### config.mk
export PLATFORM = sky130hd
export DESIGN_NAME = waveform_player_flat
export DESIGN_NICKNAME = d
export VERILOG_FILES = /design/src/rtl/waveform_player_if.sv /design/src/rtl/waveform_player.sv /design/src/flat_wrapper.sv
export SDC_FILE = /design/constraint.sdc
export NUM_CORES = 1
export LEC_CHECK = 0
export BUFFER_PORTS_ARGS = -buffer_cell sky130_fd_sc_hd__buf_2
export CAP_MARGIN = 20
export CORE_MARGIN = 3
export CORE_UTILIZATION = 60
export CTS_CLUSTER_DIAMETER = 100
export DETAILED_ROUTE_END_ITERATION = 10
export GPL_TIMING_DRIVEN = 0
export HOLD_SLACK_MARGIN = 0.02
export PLACE_DENSITY_LB_ADDON = 0.25
export SYNTH_ARGS = -nofsm -noshare
export SYNTH_HDL_FRONTEND = slang
export SYNTH_SLANG_ARGS = --single-unit
### constraint.sdc
create_clock -name clk -period 8.2 [get_ports clk]
set_clock_uncertainty 0.2 [all_clocks]
set_input_delay 0.82 -clock clk [delete_from_list [all_inputs] [get_ports clk]]
set_output_delay 0.82 -clock clk [all_outputs]
set_load 0.03 [all_outputs]
### src/rtl/waveform_player_if.sv
// waveform_player_if: DMA read port and SPI DAC master handshake bundle
interface waveform_player_if #(
    parameter int RAM_WID      = 32,
    parameter int RAM_WORD_WID = 16,
    parameter int DAC_WID      = 24
);
    logic [RAM_WID-1:0]      ram_dma_addr;
    logic                    ram_read;
    logic [RAM_WORD_WID-1:0] ram_word;
    logic                    ram_valid;
    logic [DAC_WID-1:0]      dac_out;
    logic                    dac_arm;
    logic                    dac_finished;

    modport master (
        output ram_dma_addr, ram_read, dac_out, dac_arm,
        input  ram_word, ram_valid, dac_finished
    );

    modport slave (
        input  ram_dma_addr, ram_read, dac_out, dac_arm,
        output ram_word, ram_valid, dac_finished
    );
endinterface

### src/rtl/waveform_player.sv
// waveform_player: streams RAM samples to an SPI DAC with prefetch, looping and underrun detection
module waveform_player #(
    parameter int WORD_WID       = 20,
    parameter int RAM_WID        = 32,
    parameter int RAM_WORD_WID   = 16,
    parameter int RAM_WORD_INCR  = 2,
    parameter int SAMPLE_CNT_WID = 11,
    parameter int LOOP_CNT_WID   = 16,
    parameter int TIMER_WID      = 32,
    parameter int DAC_WID        = 24,
    parameter logic [DAC_WID-WORD_WID-1:0] DAC_PREFIX = 4'b0001
) (
    input  logic                      clk,
    input  logic                      rst_L,
    input  logic                      arm,
    input  logic [RAM_WID-1:0]        start_addr,
    input  logic [SAMPLE_CNT_WID-1:0] sample_count,
    input  logic [LOOP_CNT_WID-1:0]   loop_count,
    input  logic [TIMER_WID-1:0]      time_to_wait,
    output logic                      running,
    output logic                      finished,
    output logic                      underrun,
    output logic [SAMPLE_CNT_WID-1:0] samples_left,
    output logic [LOOP_CNT_WID-1:0]   loops_left,
    waveform_player_if.master         bus
);
    localparam logic [1:0] IDLE  = 2'd0;
    localparam logic [1:0] RUN   = 2'd1;
    localparam logic [1:0] DRAIN = 2'd2;
    localparam logic [1:0] DONE  = 2'd3;

    logic [1:0]                state;
    logic [RAM_WID-1:0]        base;
    logic [SAMPLE_CNT_WID-1:0] pass_len;
    logic [LOOP_CNT_WID-1:0]   pass_cnt;
    logic [TIMER_WID-1:0]      wait_len;
    logic [TIMER_WID-1:0]      timer;
    logic [RAM_WORD_WID-1:0]   lo;
    logic [WORD_WID-1:0]       sample;
    logic                      hi_phase;
    logic                      full;
    logic                      exhausted;
    logic                      first;
    logic [SAMPLE_CNT_WID-1:0] fetch_left;
    logic [LOOP_CNT_WID-1:0]   fetch_loops;
    logic                      start;
    logic                      emit;
    logic                      dac_done;
    logic                      more_passes;
    logic                      fetch_more;

    // Handshake qualifiers shared by the fetch engine and the control FSM
    always_comb begin
        start       = state == IDLE && arm && sample_count != '0;
        emit        = state == RUN && arm && !bus.dac_arm && timer == '0 && full;
        dac_done    = bus.dac_arm && bus.dac_finished;
        more_passes = pass_cnt == '0 || loops_left > LOOP_CNT_WID'(1);
        fetch_more  = pass_cnt == '0 || fetch_loops > LOOP_CNT_WID'(1);
        running     = state != IDLE;
    end

    // Fetch engine: two RAM reads per sample (low word first) into a one-sample buffer
    always_ff @(posedge clk or negedge rst_L) begin
        if (!rst_L) begin
            bus.ram_dma_addr <= '0;
            bus.ram_read     <= 1'b0;
            hi_phase         <= 1'b0;
            lo               <= '0;
            sample           <= '0;
            full             <= 1'b0;
            exhausted        <= 1'b0;
            fetch_left       <= '0;
            fetch_loops      <= '0;
        end else if (start) begin
            bus.ram_dma_addr <= start_addr;
            bus.ram_read     <= 1'b1;
            hi_phase         <= 1'b0;
            full             <= 1'b0;
            exhausted        <= 1'b0;
            fetch_left       <= sample_count;
            fetch_loops      <= loop_count;
        end else if (bus.ram_read) begin
            if (bus.ram_valid) begin
                bus.ram_read <= 1'b0;
                if (!hi_phase) begin
                    lo               <= bus.ram_word;
                    hi_phase         <= 1'b1;
                    bus.ram_dma_addr <= bus.ram_dma_addr + RAM_WID'(RAM_WORD_INCR);
                end else begin
                    hi_phase <= 1'b0;
                    if (state == RUN) begin
                        sample <= {bus.ram_word[WORD_WID-RAM_WORD_WID-1:0], lo};
                        full   <= 1'b1;
                        if (fetch_left == SAMPLE_CNT_WID'(1)) begin
                            if (fetch_more) begin
                                bus.ram_dma_addr <= base;
                                fetch_left       <= pass_len;
                                if (pass_cnt != '0)
                                    fetch_loops <= fetch_loops - LOOP_CNT_WID'(1);
                            end else begin
                                fetch_left <= '0;
                                exhausted  <= 1'b1;
                            end
                        end else begin
                            fetch_left       <= fetch_left - SAMPLE_CNT_WID'(1);
                            bus.ram_dma_addr <= bus.ram_dma_addr + RAM_WID'(RAM_WORD_INCR);
                        end
                    end
                end
            end
        end else if (emit) begin
            full <= 1'b0;
        end else if (state == RUN && arm && !full && !exhausted) begin
            bus.ram_read <= 1'b1;
        end
    end

    // Control FSM: configuration latch, paced emission, pass/loop accounting, abort drain
    always_ff @(posedge clk or negedge rst_L) begin
        if (!rst_L) begin
            state        <= IDLE;
            finished     <= 1'b0;
            underrun     <= 1'b0;
            samples_left <= '0;
            loops_left   <= '0;
            bus.dac_out  <= '0;
            bus.dac_arm  <= 1'b0;
            timer        <= '0;
            first        <= 1'b0;
            base         <= '0;
            pass_len     <= '0;
            pass_cnt     <= '0;
            wait_len     <= '0;
        end else begin
            case (state)
                IDLE: if (arm) begin
                    base         <= start_addr;
                    pass_len     <= sample_count;
                    pass_cnt     <= loop_count;
                    wait_len     <= time_to_wait;
                    samples_left <= sample_count;
                    loops_left   <= loop_count;
                    underrun     <= 1'b0;
                    timer        <= '0;
                    first        <= 1'b1;
                    finished     <= sample_count == '0;
                    state        <= sample_count == '0 ? DONE : RUN;
                end
                RUN: begin
                    if (dac_done) begin
                        bus.dac_arm <= 1'b0;
                        timer       <= wait_len;
                        if (arm && samples_left == '0) begin
                            if (more_passes) begin
                                samples_left <= pass_len;
                                if (pass_cnt != '0)
                                    loops_left <= loops_left - LOOP_CNT_WID'(1);
                            end else begin
                                finished <= 1'b1;
                                state    <= DONE;
                            end
                        end
                    end else if (emit) begin
                        bus.dac_out <= {DAC_PREFIX, sample};
                        bus.dac_arm <= 1'b1;
                        first       <= 1'b0;
                        if (samples_left != '0)
                            samples_left <= samples_left - SAMPLE_CNT_WID'(1);
                    end else if (timer != '0) begin
                        timer <= timer - TIMER_WID'(1);
                    end else if (arm && !first && !bus.dac_arm && !full) begin
                        underrun <= 1'b1;
                    end
                    if (!arm)
                        state <= DRAIN;
                end
                DRAIN: begin
                    if (dac_done)
                        bus.dac_arm <= 1'b0;
                    if ((!bus.dac_arm || bus.dac_finished) && (!bus.ram_read || bus.ram_valid))
                        state <= IDLE;
                end
                default: if (!arm) begin
                    finished <= 1'b0;
                    state    <= IDLE;
                end
            endcase
        end
    end
endmodule
### src/flat_wrapper.sv
// flat-port wrapper written by rule: the top's interface ports become plain ports
module waveform_player_flat 
#(
    parameter int WORD_WID       = 20,
    parameter int RAM_WID        = 32,
    parameter int RAM_WORD_WID   = 16,
    parameter int RAM_WORD_INCR  = 2,
    parameter int SAMPLE_CNT_WID = 11,
    parameter int LOOP_CNT_WID   = 16,
    parameter int TIMER_WID      = 32,
    parameter int DAC_WID        = 24,
    parameter logic [DAC_WID-WORD_WID-1:0] DAC_PREFIX = 4'b0001
)
  (clk, rst_L, arm, start_addr, sample_count, loop_count, time_to_wait, running, finished, underrun, samples_left, loops_left, bus_ram_dma_addr, bus_ram_read, bus_dac_out, bus_dac_arm, bus_ram_word, bus_ram_valid, bus_dac_finished);
  waveform_player_if #(.RAM_WID(RAM_WID), .RAM_WORD_WID(RAM_WORD_WID), .DAC_WID(DAC_WID)) bus_i ();
  input  logic clk;
  input  logic rst_L;
  input  logic arm;
  input  logic [RAM_WID-1:0] start_addr;
  input  logic [SAMPLE_CNT_WID-1:0] sample_count;
  input  logic [LOOP_CNT_WID-1:0] loop_count;
  input  logic [TIMER_WID-1:0] time_to_wait;
  output logic running;
  output logic finished;
  output logic underrun;
  output logic [SAMPLE_CNT_WID-1:0] samples_left;
  output logic [LOOP_CNT_WID-1:0] loops_left;
  output wire logic [$bits(bus_i.ram_dma_addr)-1:0] bus_ram_dma_addr;
  output wire logic [$bits(bus_i.ram_read)-1:0] bus_ram_read;
  output wire logic [$bits(bus_i.dac_out)-1:0] bus_dac_out;
  output wire logic [$bits(bus_i.dac_arm)-1:0] bus_dac_arm;
  input wire logic [$bits(bus_i.ram_word)-1:0] bus_ram_word;
  input wire logic [$bits(bus_i.ram_valid)-1:0] bus_ram_valid;
  input wire logic [$bits(bus_i.dac_finished)-1:0] bus_dac_finished;
  assign bus_ram_dma_addr = bus_i.ram_dma_addr;
  assign bus_ram_read = bus_i.ram_read;
  assign bus_dac_out = bus_i.dac_out;
  assign bus_dac_arm = bus_i.dac_arm;
  assign bus_i.ram_word = bus_ram_word;
  assign bus_i.ram_valid = bus_ram_valid;
  assign bus_i.dac_finished = bus_dac_finished;
  waveform_player #(.WORD_WID(WORD_WID), .RAM_WID(RAM_WID), .RAM_WORD_WID(RAM_WORD_WID), .RAM_WORD_INCR(RAM_WORD_INCR), .SAMPLE_CNT_WID(SAMPLE_CNT_WID), .LOOP_CNT_WID(LOOP_CNT_WID), .TIMER_WID(TIMER_WID), .DAC_WID(DAC_WID), .DAC_PREFIX(DAC_PREFIX)) u_core (.clk(clk), .rst_L(rst_L), .arm(arm), .start_addr(start_addr), .sample_count(sample_count), .loop_count(loop_count), .time_to_wait(time_to_wait), .running(running), .finished(finished), .underrun(underrun), .samples_left(samples_left), .loops_left(loops_left), .bus(bus_i));
endmodule
# --- Word level (Yosys, flattened, before mapping) ---
# Cells that the tools add are included.
totals:
  input_bits: 112
  out_inout_bits: 88
  ff_bits: 276
  word_cells: 218
op_classes:
  n_eq_ne: 33
  bitwise: 4
  reduce_logical: 61
  n_mux: 90
  n_addsub: 6
  n_lt_le_gt_ge: 2
op_table:
  columns: ["op", "n"]
  rows:
  - ["two-way mux 32 bit", 11]
  - ["two-way mux 16 bit", 13]
  - ["two-way mux 11 bit", 13]
  - ["case mux 32 bit (2 select lines)", 1]
  - ["two-way mux 1 bit", 37]
  - ["AND reduction 6 bit", 6]
  - ["adder 32 x 2 -> 32 bit, second input constant", 1]
  - ["greater-than comparator 16 x 1 -> 1 bit, second input constant", 2]
  - ["zero test 32 bit", 1]
  - ["case mux 16 bit (2 select lines)", 1]
  - ["nonzero test 32 bit", 1]
  - ["subtractor 16 x 1 -> 16 bit, second input constant", 2]
  - ["subtractor 32 x 1 -> 32 bit, second input constant", 1]
  - ["!= test 3 bit, second input constant", 9]
  - ["AND reduction 4 bit", 6]
  - ["zero test 11 bit", 2]
  - ["case mux 11 bit (2 select lines)", 1]
  - ["nonzero test 11 bit", 2]
  - ["subtractor 11 x 1 -> 11 bit, second input constant", 2]
  - ["nonzero test 2 bit", 10]
  - ["zero test 16 bit", 1]
  - ["two-way mux 2 bit", 8]
  - ["!= test 2 bit, second input constant", 8]
  - ["nonzero test 16 bit", 1]
  - ["other kinds (21)", 56]

# --- Logic depth before layout (Yosys ltp) ---
depth:
  ltp_word: 9
  ltp_mapped: 10
  depth_no_buf: 8

# --- Worst setup path after synthesis ---
# OpenSTA, ideal clock, no wires.
synth_path:
  kind: "in2reg"
  from: "in sample_count[9]"
  to: "reg u_core.bus.ram_dma_addr[22]"
  required_time_ns: 7.872
  setup_ns: 0.128
  arrival_ns: 2.579
  setup_slack_ns: 5.294
  n_path_buf: 1
  path_stages: 6
  path_cell_list: "or4_1 o31ai_4 and2_1 o21ai_1 clkbuf_1 mux2_1"
synth_between:
  elab_chain_cells: 4
  elab_cells_between_ends: 8
  cone_classes: "eq/ne: 2; mux: 1; reduce/logical: 5"
synth_lines:
  columns: ["item", "line", "source"]
  rows:
  - ["start: declaration", "flat_wrapper.sv:20", "input logic [SAMPLE_CNT_WID-1:0] sample_count;"]
  - ["nonzero test 11 bit *", "waveform_player.sv:54", "start = state == IDLE && arm && sample_count != '0;"]
  - ["logical AND 1 bit *", "waveform_player.sv:54", null]
  - ["!= test 4 bit (no line) (tied with other cells)", null, null]
  - ["AND reduction 4 bit (no line)", null, null]
  - ["end signal: assignment", "waveform_player.sv:75", "bus.ram_dma_addr <= start_addr;"]
  - ["end signal: assignment", "waveform_player.sv:88", "bus.ram_dma_addr <= bus.ram_dma_addr + RAM_WID'(RAM_WORD_INCR);"]
  - ["end signal: assignment", "waveform_player.sv:96", "bus.ram_dma_addr <= base;"]
  - ["end: declaration", "waveform_player_if.sv:16", "output ram_dma_addr, ram_read, dac_out, dac_arm,"]
# Mark *: on every way between the ends. The rest lies on a longest branch, timed or not.
# A chain may end at the register's enable or synchronous reset.

# --- Worst setup path in the final report ---
layout_path:
  from: "reg u_core.fetch_left[1]"
  to: "reg u_core.bus.ram_dma_addr[27]"
layout_between:
  elab_chain_cells: 7
  elab_cells_between_ends: 9
  cone_classes: "eq/ne: 2; mux: 6; reduce/logical: 1"
layout_lines:
  columns: ["item", "line", "source"]
  rows:
  - ["start: declaration", "waveform_player.sv:44", "logic [SAMPLE_CNT_WID-1:0] fetch_left;"]
  - ["start signal: assignment", "waveform_player.sv:80", "fetch_left <= sample_count;"]
  - ["start signal: assignment", "waveform_player.sv:97", "fetch_left <= pass_len;"]
  - ["start signal: assignment", "waveform_player.sv:105", "fetch_left <= fetch_left - SAMPLE_CNT_WID'(1);"]
  - ["== test 11 x 1 -> 1 bit *", "waveform_player.sv:94", "if (fetch_left == SAMPLE_CNT_WID'(1)) begin"]
  - ["two-way mux 32 bit", "waveform_player.sv:94", null]
  - ["two-way mux 32 bit", "waveform_player.sv:91", "if (state == RUN) begin"]
  - ["two-way mux 32 bit", "waveform_player.sv:85", "if (!hi_phase) begin"]
  - ["two-way mux 32 bit", "waveform_player.sv:83", "if (bus.ram_valid) begin"]
  - ["two-way mux 32 bit", "waveform_player.sv:82", "end else if (bus.ram_read) begin"]
  - ["two-way mux 32 bit", "waveform_player.sv:74", "end else if (start) begin"]
# Mark *: on every way between the ends. The rest lies on a longest branch, timed or not. The select of a mux whose other input is x is not followed.

==> qor.csv <==
stage;metric;value;unit
run_status;status;finished, final reports clean;
timing;tns;0;ns
clock_network;postCtsSetupBuffers;0;
synth;ys_ff_latch;276;
die;dieWidth;161;um
route;drc;0;
route;ant_nets;0;
final_layout;fillers;1847;
worst_setup_path;rr_worst_depth;9;
hold_path;hold-path-cell-count;3;
route;wl;45100;um
clock_network;cts_buffers;30;
worst_setup_path;crit_arrival;4.12;ns
worst_setup_path;worstPathCellList;inv_1 -> ha_1 -> nor3b_1 -> nand3_2 -> nor4_1 -> o21ai_1 -> clkbuf_1 -> buf_2 -> a21oi_1;
worst_setup_path;critPathSlowestCell;nor3b_1;
worst_setup_path;end_kind;flop;
final_layout;drive_gt1_share;17.9;%
route;viasPerCell;6.27;
clock_network;worstSkewPairLatency;0.56;ns
clock_network;ctsHoldBuffers;1;
synth;synth_top_area_share;47.9;%
run;maxCapViolations;0;
final_layout;seqCellArea;0.00691;mm2
synth;synth_compound_area_share;15.5;%
die;ios;200;
worst_setup_path;reg2reg_from;u_core.fetch_left[1];
route;drt_iter0_drc;1484;
route;post_drt_wl_per_cell;20.0;um
synth;synthArstFlopShare;100;%
final_layout;mostFrequentLayoutCells;nand2_1 (481), dfrtp_1 (276), buf_2 (209), o21ai_0 (119), a21oi_1 (117);
synth;synth_edf_count;0;
timing;period_needed;3.84;ns
worst_setup_path;worstPathRequired;8.48;ns
timing;slew_headroom;31.0;%
timing;final-hold-violation-count;0;
synth;yosys.area.top_type;dfrtp_1;
clock_network;htree_levels;1;
die;rows;56;
die;start_util;61.2;%
synth;synth_warnings;0;
clock_network;post_cts_resized;0;
placed_design;pre_cts_ws;4.54;ns
clock_network;clk_pin_slew_worst_paths;0.06;ns
timing;setup_slack;4.36;ns
global_routing;grt_pass1_vias;13600;
timing;maxSlewViolCount;0;
timing;setup_viol;0;
route;drt_pass1_iterations;6;
final_layout;multiInputGateArea;0.00700;mm2
synth;synth.area.top_cells;dfrtp_1 (48%), nand2_1 (13%), o21ai_0 (4.1%);
timing;fmax;260;MHz
synth;ys_seq_area_share;47.9;%
synth;syn_area_per_cell;8.59;um2
worst_setup_path;critPathLaunchType;flop;
power;p_per_area;348;mW/mm2
worst_setup_path;r2r_slack;4.36;ns
synth;synth_simple_gate_area_share;27.4;%
synth;yosysUniqueCellTypes;88;
route;vias;14100;
worst_setup_path;slowest_delay;0.75;ns
die;fp.dieH;161;um
worst_setup_path;critical_path_class;reg2reg;
synth;synth_top_family_by_area;simple AND/OR/NAND/NOR gates;
timing;rsz0062_at_grt;no;
hold_path;worstHoldEndpoint;u_core.wait_len[15];
global_routing;antenna_found_initial;5;
final_layout;layout-area-overhead-vs-synth;18.4;%
die;die-area;0.0259;mm2
global_routing;groute.usage.overall;34.0;%
placed_design;dpl.hpwl;31400;um
worst_setup_path;critPathMaxFanout;10;
clock_network;root_buffer;clkbuf_16;
synth;ys.flop_type;dfrtp_1;
worst_setup_path;worst_r2r_endpoint;u_core.bus.ram_dma_addr[27];
final_layout;final_common_cell;nand2_1;
synth;synth.mux.area_fraction;2.06;%
clock_network;cts_buffer_depth;3;
synth;synthAdderAreaFrac;0.955;%
synth;syn_area;0.0144;mm2
placed_design;place.gp.congestion;0.929;
global_routing;grt_pass1_wl;71400;um
synth;synthXorXnorAreaFrac;2.49;%
power;power.leakage;0.00796;uW
global_routing;grt_start_max_net_pins;113;
power;power;5940;uW
clock_network;cts_num_sinks;276;
global_routing;grt_overflow_total;0;
power;ir_drop;0.253;mV
clock_network;cts_tree;done;
hold_path;hold_class;in2reg;
die;core_area;0.0235;mm2
final_layout;final_nets;2035;
synth;netlist_instances;1679;
timing;worst_pin_slew;1.03;ns
hold_path;worstHoldStart;time_to_wait[15];
placed_design;io_buffers;196;
timing;min_period_over_period;46.9;%
[cell type report]
cell class                 count  share of cell area [%]
multi-input combinational   1289                    41.0
sequential                   276                    40.5
timing repair buffer         199                    6.19
clock buffer                  38                    4.99
buffer                        95                    2.59
tap                          319                    2.34
clock inverter                17                    1.92
inverter                      21                   0.462
antenna                        2                  0.0293
[how the worst max path moves through the flow]
stage                          from                     endpoint  slack, ns  depth (start not counted)
2_1_floorplan       sample_count[9]  u_core.bus.ram_dma_addr[22]       5.29                          6
3_3_place_gp                  rst_L               u_core.base[5]       1.01                          1
3_5_place_dp        sample_count[9]       u_core.fetch_loops[14]       4.54                          7
4_1_cts        u_core.fetch_left[1]  u_core.bus.ram_dma_addr[27]       4.47                          9
5_1_grt        u_core.fetch_left[1]  u_core.bus.ram_dma_addr[27]       4.26                          9
6_report       u_core.fetch_left[1]  u_core.bus.ram_dma_addr[27]       4.36                          9
[per-stage QoR]
step / util [%] / hold WS [ns] / cells / instance area, um2
4_1_cts: 72.5 / 0.232 / 2254 / 17100
3_3_place_gp: 67.1 / 0.240 / 2196 / 15800
5_1_grt: 72.5 / 0.247 / 2256 / 17100
6_report: 72.5 / 0.244 / 2256 / 17100
3_5_place_dp: 67.4 / 0.252 / 2198 / 15900
2_1_floorplan: - / 0.235 / 1681 / 14400
[synthesized netlist by cell type (7+ instances only)]
library cell and number:
o22ai_1 7, nand2b_1 8, a31oi_1 24, dfrtp_1 276, nor4_1 30, nand2_1 481, or4_1 13, buf_2 14
nand3_1 44, mux2_2 20, a21oi_1 117, o21ai_0 119, a22oi_1 13, nor2_1 107, inv_1 21, xor2_1 10
or3_1 13, clkbuf_1 65, and3_1 9, nor3b_1 8, o21ai_1 10, o211ai_1 11, a211oi_1 11, ha_1 11
nor3_1 42, nand4_1 18, nor4_2 13, xnor2_1 31
[critical path: cells and delay by family (launching register included)]
kind	cells	cell delay, ns
adders and majority gates	1	0.22
buffers and inverters	3	0.74
AOI/OAI and AO/OA	2	0.46
and+or+nand+nor	3	1.72
DFF	1	0.41
[layer usage]
| metal | up-vias | GRT usage (%) | wire length [um] |
|---|---|---|---|
| li1 | 6325 | - | - |
| met1 | 6843 | 47.0 | 18300 |
| met2 | 815 | 54.4 | 21000 |
| met3 | 149 | 5.54 | 3980 |
| met4 | 6 | 13.2 | 1770 |
| met5 | - | 0 | 32 |
[cells by family (layout without fill, tap and decap cells)]
| logic type | after synthesis | after routing |
|---|---|---|
| simple gates | 838 | 838 |
| compound gates | 369 | 369 |
| flops | 276 | 276 |
| buf+inv | 116 | 370 |
| xor+xnor | 41 | 41 |
| mux | 27 | 27 |
| fa+ha+maj | 11 | 11 |
| other cells | 1 | 5 |
[sequential cells by signal (all words and copies together), names as in the netlist]
signal                   count
u_core.fetch_left           11
u_core.sample               20
u_core.underrun              1
u_core.bus.ram_dma_addr     32
u_core.lo                   16
u_core.hi_phase              1
u_core.samples_left         11
u_core.first                 1
u_core.wait_len             32
u_core.bus.dac_arm           1
u_core.loops_left           16
u_core.timer                32
u_core.state                 2
u_core.exhausted             1
u_core.finished              1
u_core.pass_len             11
u_core.full                  1
u_core.bus.ram_read          1
u_core.base                 32
u_core.fetch_loops          16
u_core.bus.dac_out          21
u_core.pass_cnt             16
[power breakdown]
part | internal [uW] | total, uW | switching [uW]
logic | 747 | 2100 | 1350
clock network | 1020 | 1600 | 582
registers | 1790 | 2240 | 457
Note: power is estimated with default switching activity, not from simulation.
